--- src/rtl/sampler_pkg.sv ---
// Shared sync parameters: data width, register map and sampler FSM encodings.
package sampler_pkg;
  localparam int MSB    = 15;
  localparam int DATA_W = MSB + 1;

  localparam logic [3:0] NUMSAMPLESREG_ADDR = 4'h4;
  localparam logic [3:0] SUBVALUEREG_ADDR   = 4'h5;

  typedef enum logic [1:0] {
    ST_IDLE  = 2'd0,
    ST_RUN   = 2'd1,
    ST_DRAIN = 2'd2
  } state_e;
endpackage

--- src/rtl/sampler_sat_sub.sv ---
// Unsigned subtract clamped at zero.
module sat_sub #(
  parameter int W = 16
) (
  input  logic [W-1:0] a,
  input  logic [W-1:0] b,
  output logic [W-1:0] y
);
  assign y = (a < b) ? '0 : (a - b);
endmodule

--- src/rtl/sampler_top.sv ---
// Offset-corrected sample capture: single holding register feeding a valid/ready
// stream, with overrun detection and a fixed per-measurement sample count.
module sampler_top #(
  parameter int DATA_W = sampler_pkg::DATA_W
) (
  input  logic              clk,
  input  logic              rst_n,
  input  logic              start,
  input  logic [DATA_W-1:0] cfg_numsamples,
  input  logic [DATA_W-1:0] cfg_subvalue,
  input  logic              adc_valid,
  input  logic [DATA_W-1:0] adc_data,
  output logic              out_valid,
  output logic [DATA_W-1:0] out_data,
  output logic              out_last,
  input  logic              out_ready,
  output logic              busy,
  output logic              done,
  output logic              overrun
);
  import sampler_pkg::*;

  state_e            state_q, state_d;
  logic [DATA_W-1:0] cnt_q, cnt_d;
  logic [DATA_W-1:0] num_q, num_d;
  logic [DATA_W-1:0] sub_q, sub_d;
  logic              out_valid_q, out_valid_d;
  logic [DATA_W-1:0] out_data_q, out_data_d;
  logic              out_last_q, out_last_d;
  logic              done_q, done_d;
  logic              overrun_q, overrun_d;

  logic [DATA_W-1:0] sub_res;
  logic [DATA_W-1:0] cnt_inc;
  logic              hs;

  sat_sub #(.W(DATA_W)) u_sat_sub (
    .a (adc_data),
    .b (sub_q),
    .y (sub_res)
  );

  assign cnt_inc = cnt_q + {{(DATA_W-1){1'b0}}, 1'b1};
  assign hs      = out_valid_q & out_ready;

  always_comb begin
    state_d     = state_q;
    cnt_d       = cnt_q;
    num_d       = num_q;
    sub_d       = sub_q;
    out_valid_d = out_valid_q;
    out_data_d  = out_data_q;
    out_last_d  = out_last_q;
    done_d      = 1'b0;
    overrun_d   = 1'b0;
    case (state_q)
      ST_IDLE: begin
        if (start) begin
          num_d = cfg_numsamples;
          sub_d = cfg_subvalue;
          cnt_d = '0;
          // Empty measurement completes immediately without entering RUN.
          if (cfg_numsamples == '0) done_d  = 1'b1;
          else                      state_d = ST_RUN;
        end
      end
      ST_RUN: begin
        if (hs) begin
          out_valid_d = 1'b0;
          out_last_d  = 1'b0;
        end
        if (adc_valid) begin
          // A full holding register can still take a sample if it drains this cycle.
          if (!out_valid_q || out_ready) begin
            out_valid_d = 1'b1;
            out_data_d  = sub_res;
            cnt_d       = cnt_inc;
            out_last_d  = (cnt_inc == num_q);
            if (cnt_inc == num_q) state_d = ST_DRAIN;
          end else begin
            overrun_d = 1'b1;
          end
        end
      end
      ST_DRAIN: begin
        if (hs) begin
          out_valid_d = 1'b0;
          out_last_d  = 1'b0;
          done_d      = 1'b1;
          state_d     = ST_IDLE;
        end
      end
      default: state_d = ST_IDLE;
    endcase
  end

  always_ff @(posedge clk or negedge rst_n) begin
    if (!rst_n) begin
      state_q     <= ST_IDLE;
      cnt_q       <= '0;
      num_q       <= '0;
      sub_q       <= '0;
      out_valid_q <= 1'b0;
      out_data_q  <= '0;
      out_last_q  <= 1'b0;
      done_q      <= 1'b0;
      overrun_q   <= 1'b0;
    end else begin
      state_q     <= state_d;
      cnt_q       <= cnt_d;
      num_q       <= num_d;
      sub_q       <= sub_d;
      out_valid_q <= out_valid_d;
      out_data_q  <= out_data_d;
      out_last_q  <= out_last_d;
      done_q      <= done_d;
      overrun_q   <= overrun_d;
    end
  end

  assign out_valid = out_valid_q;
  assign out_data  = out_data_q;
  assign out_last  = out_last_q;
  assign done      = done_q;
  assign overrun   = overrun_q;
  assign busy      = (state_q != ST_IDLE);
endmodule

--- config.mk ---
export PLATFORM = sky130hd
export DESIGN_NAME = sampler_top
export DESIGN_NICKNAME = d
export VERILOG_FILES = /design/src/rtl/sampler_pkg.sv /design/src/rtl/sampler_sat_sub.sv /design/src/rtl/sampler_top.sv
export SDC_FILE = /design/constraint.sdc
export NUM_CORES = 1
export LEC_CHECK = 0
export BUFFER_PORTS_ARGS = -buffer_cell sky130_fd_sc_hd__clkbuf_2
export CAP_MARGIN = 20
export CORE_MARGIN = 2
export CORE_UTILIZATION = 45
export CTS_CLUSTER_DIAMETER = 40
export DETAILED_ROUTE_END_ITERATION = 8
export GPL_ROUTABILITY_DRIVEN = 0
export GPL_TIMING_DRIVEN = 0
export PLACE_DENSITY = 0.7
export SKIP_CTS_REPAIR_TIMING = 1
export SYNTH_ARGS = -nofsm -noshare
export SYNTH_HDL_FRONTEND = slang
export SYNTH_SLANG_ARGS = --single-unit
--- constraint.sdc ---
create_clock -name clk -period 5.95 [get_ports clk]
set_input_delay 0.2975 -clock clk [delete_from_list [all_inputs] [get_ports clk]]
set_output_delay 0.2975 -clock clk [all_outputs]
set_load 0.1 [all_outputs]
Yosys cells after proc, flatten, opt, wreduce, memory -nomap -nowiden
Cells that the tools add are included.

storage, ports and cells
  bits in registers = 70
  input bits = 53
  output and inout bits = 21

operators by class
  add/sub/neg operators = 2
  order comparisons = 1
  equal/unequal tests = 9
  multiplexer cells = 27
  bitwise gates (word level) = 1
  reduce and logical (&&, ||, !) cells = 11

operators with widths
  operator                                                                count
  16-bit 2-to-1 mux                                                       4
  16-bit case mux with 2 select lines                                     1
  16-bit by 1-bit adder with 16-bit output (second input constant)        1
  16-bit equality test                                                    1
  16-bit zero test                                                        1
  16-bit < comparator                                                     1
  16-bit subtractor                                                       1
  1-bit 2-to-1 mux                                                        12
  2-bit 2-to-1 mux                                                        6
  2-bit inequality test (second input constant)                           6
  1-bit case mux with 2 select lines                                      3
  2-bit case mux with 3 select lines                                      1
  6-bit AND reduction                                                     1
  2-bit nonzero test                                                      3
  4-bit AND reduction                                                     1
  3-bit AND reduction                                                     1
  2-bit by 1-bit equality test with 1-bit output (second input constant)  1
  2-bit equality test (second input constant)                             1
  2-bit zero test                                                         1
  2-bit AND reduction                                                     1
  1-bit AND                                                               1
  1-bit zero test                                                         1
  1-bit logical OR                                                        1

Logic depth before layout (Yosys ltp)
  depth after elaboration = 6
  depth in mapped cells = 12

Cells and area by module
A second synthesis with hierarchy kept.

unflattened totals
  cell total of the unflattened synthesis = 466
  area total of the unflattened synthesis = 4571.9 um2

modules (own cells, without submodules)
  module       times used  cells an instance  area each (um2)
  sampler_top  1           318                3553.4
  sat_sub      1           148                1018.5

Least setup slack after synthesis
Ideal clock, no wire load.

  path type = flip-flop to flip-flop
  start point = register cnt_q[0]
  end point = register state_q[0]
  data arrival time = 2352 ps
  data required time = 5828 ps
  path slack = 3477 ps
  cell stages (with the launch flop) = 9
  buffers on the path = 0
  period minus slack after synthesis = 2473 ps
  cells stage by stage = dfrtp_1 -> ha_1 -> nand3_1 -> nor4b_2 -> xnor2_1 -> a2111o_1 -> a2111oi_4 -> o21ai_0 -> o2bb2ai_1

between the ends
  longest elaborated chain between the ends = 4

ends and longest elaborated chain
  element                                   line                RTL
  from (decl)                               sampler_top.sv:24   logic [DATA_W-1:0] cnt_q, cnt_d;
  from (signal assigned)                    sampler_top.sv:110  cnt_q <= cnt_d;
  16-bit by 1-bit adder with 16-bit output  sampler_top.sv:43   assign cnt_inc = cnt_q + {{(DATA_W-1){1'b0}}, 1'b1};
  16-bit equality test                      sampler_top.sv:79   if (cnt_inc == num_q) state_d = ST_DRAIN;
  2-bit inequality test (no line)           n/a
  6-bit AND reduction (no line)             n/a
  to (signal assigned)                      sampler_top.sv:109  state_q <= state_d;
  to (decl)                                 sampler_top.sv:23   state_e state_q, state_d;

No other way between the ends.
A chain may end at the register's enable or synchronous reset.

Worst setup path in the final report
Same ends and word-level chain as after synthesis.

==> impl_metrics.json <==
{
  "skew_ns": 0.0115,
  "drc": 0,
  "syn-num-nets": 507,
  "min_period_over_period": 0.511,
  "avgSynthCellArea_um2": 9.83,
  "end_kind": "register",
  "clk_path_buf_depth": 2,
  "met1_length_mm": 4.35,
  "dpl.hpwl_mm": 7.69,
  "cts_buffers": 9,
  "status": "finished clean",
  "vdd_drop_max_mv": 0.362,
  "dr.max_layer_used": "met4",
  "clkLatencyLatePin_ns": 0.35,
  "synth-seq-cells": 70,
  "grt_max_degree": 37,
  "initial_core_util": 0.463,
  "fin_setup_tns_ns": 0,
  "relSlewSlack": 0.496,
  "p_int_mw": 1.34,
  "path_class": "register to register",
  "htree_levels": 3,
  "drt_iter0_markers": 152,
  "met3WireLength_um": 566,
  "layout.cells.non_filler": 635,
  "wl_per_cell_um": 15.9,
  "nNetsFinal": 593,
  "swShare": 0.457,
  "yosys_warnings": 0,
  "vias": 3609,
  "maxSlewViolCount": 0,
  "grt_use_total": 0.214,
  "diodes": 0,
  "io_buffers": 73,
  "start_kind": "register",
  "yosysTopAreaCellShare": 0.411,
  "synth.area.top_cells": "dfrtp_1 (41%), mux2_2 (8.5%), ha_1 (5.9%), o21ai_0 (4.8%), xnor2_1 (3.5%)",
  "yosysTopAreaCell": "dfrtp_1",
  "setup-violations-final": 0,
  "synth-edff-count": 0,
  "drt-total-wl_mm": 10.1,
  "grt_overflow": 0,
  "crit_arrival_ns": 3.29,
  "leakagePower_nw": 2.35,
  "met2_length_mm": 4.92,
  "die_h_um": 101,
  "power_frac_clock": 0.186,
  "final_layout_size_suffix_gt1_frac": 0.256,
  "power_density_nw_per_um2": 491,
  "switchingPower_mw": 1.13,
  "syn_area_um2": 4260,
  "grt_pass1_wl_mm": 17.1,
  "placed_cells": 618,
  "hold_violations": 0,
  "clk_pin_slew_ns": 0.08,
  "fp-row-count": 35,
  "clock-sinks": 70,
  "fmax_mhz": 329,
  "io_pins": 74,
  "synth_cells": 433,
  "async_flop_share": 1.00,
  "drt_first_pass_iters": 4,
  "hp-class": "input pin to register",
  "r2r_slack_ns": 2.91,
  "crit_required_ns": 6.19,
  "yosys.cell_types.count": 57,
  "ant_nets": 0,
  "timing.hold.ws_ns": 0.170,
  "clockRootBuffer": "clkbuf_8",
  "die_area_um2": 10300,
  "area_delta_synth_final_pct": 18.0,
  "worst_pin_slew_ns": 0.750,
  "yosysSeqAreaShare": 0.411,
  "fin_crit_ns": 3.04,
  "path_max_fanout": 7,
  "viasPerCell": 5.68,
  "drv_cap": 0,
  "core_um2": 9200,
  "hold_depth": 2,
  "die_x_um": 101,
  "grt_pass1_vias": 3595,
  "synth_common_cells": "dfrtp_1 (70), o21ai_0 (41), nand2_1 (39)",
  "p_comb_frac": 0.513,
  "rr_worst_depth": 8,
  "synthFlopType": "dfrtp_1",
  "cts_tree": "built",
  "synth_most_common_cell": "dfrtp_1",
  "rsz0062_at_grt": "false",
  "antenna_found_initial": 0,
  "power_frac_seq": 0.301
}
[through the flow]
stage                     setup WS [ns]  instance area, um2  utilization  power, mW
final                              2.91                5020        0.546       2.47
after global routing               2.72                5020        0.546       2.64
after CTS                          2.97                5010        0.545       2.48
after detailed placement           2.95                4780        0.520       2.02
after global placement             3.03                4760        0.518       1.98
after floorplan                    3.48                4260            -       1.75
[placed cells by master (no fill, tap or decap), types with 7 or more instances in the layout]
cell type  count
nor2_1        17
inv_1         26
clkbuf_2      72
clkbuf_8       9
mux2_2        32
dfrtp_1       70
nand2_1       39
xor2_1        12
and3_1         8
clkbuf_1      12
a21oi_1       23
ha_1          20
nor3_1         7
nand3_1       13
o31ai_1        7
xnor2_1       17
o21ai_0       41
[worst max-delay path, cell delays in order (launching register included)]
cell and delay, ns:
dfrtp_1 0.46, ha_1 0.30, nand3_1 0.25, nor4b_2 0.52, xnor2_1 0.16, a2111o_1 0.45
a2111oi_4 0.47, o21ai_0 0.16, o2bb2ai_1 0.16
[path summary, 6_finish.rpt]
kind / startpoint / end
max: cnt_q[0] / state_q[0]
min: cfg_subvalue[6] / sub_q[6]
max reg2reg: cnt_q[0] / state_q[0]
min reg2reg: out_last / out_last
max in group asynchronous: rst_n / cnt_q[15]
min in group asynchronous: rst_n / out_data[3]
[cell type report]
class / count / area [um2]
Fill cell: 872 / 4170
Inverter: 26 / 97.6
Tap cell: 111 / 139
Sequential cell: 70 / 1750
Clock inverter: 4 / 95.1
Timing Repair Buffer: 75 / 398
Buffer: 16 / 91.3
Multi-Input combinational cell: 321 / 2320
Clock buffer: 12 / 135
[cells by family (layout without fill, tap and decap cells)]
logic type / after synthesis / in the layout / synth area share
AND/OR/NAND/NOR: 125 / 125 / 0.159
multiplexers: 32 / 32 / 0.0846
flip-flops: 70 / 70 / 0.411
XOR/XNOR: 29 / 29 / 0.0597
adder cells (fa/ha/maj): 21 / 21 / 0.0635
AO/OA/AOI/OAI: 114 / 114 / 0.177
buffers and inverters: 42 / 133 / 0.0444
[registers in the layout, summed over array words and instances, names as in the netlist]
register,count
cnt_q,16
done,1
num_q,16
out_data,16
out_last,1
out_valid,1
overrun,1
state_q,2
sub_q,16
[power groups by stage]
stage	combinational, mW	sequential, mW	clock (mW)
2_1_floorplan	0.704	1.05	0
3_3_place_gp	1.24	0.744	0
3_5_place_dp	1.26	0.751	0
4_1_cts	1.27	0.743	0.471
5_1_grt	1.39	0.765	0.488
6_report	1.27	0.743	0.460
[per-layer routing]
layer | global-route usage | vias to the layer above
li1 | - | 1752
met3 | 0.0449 | 22
met2 | 0.350 | 98
met4 | 0.0967 | 0
met5 | 0 | -
met1 | 0.275 | 1737
(Power assumes the default switching activity.)
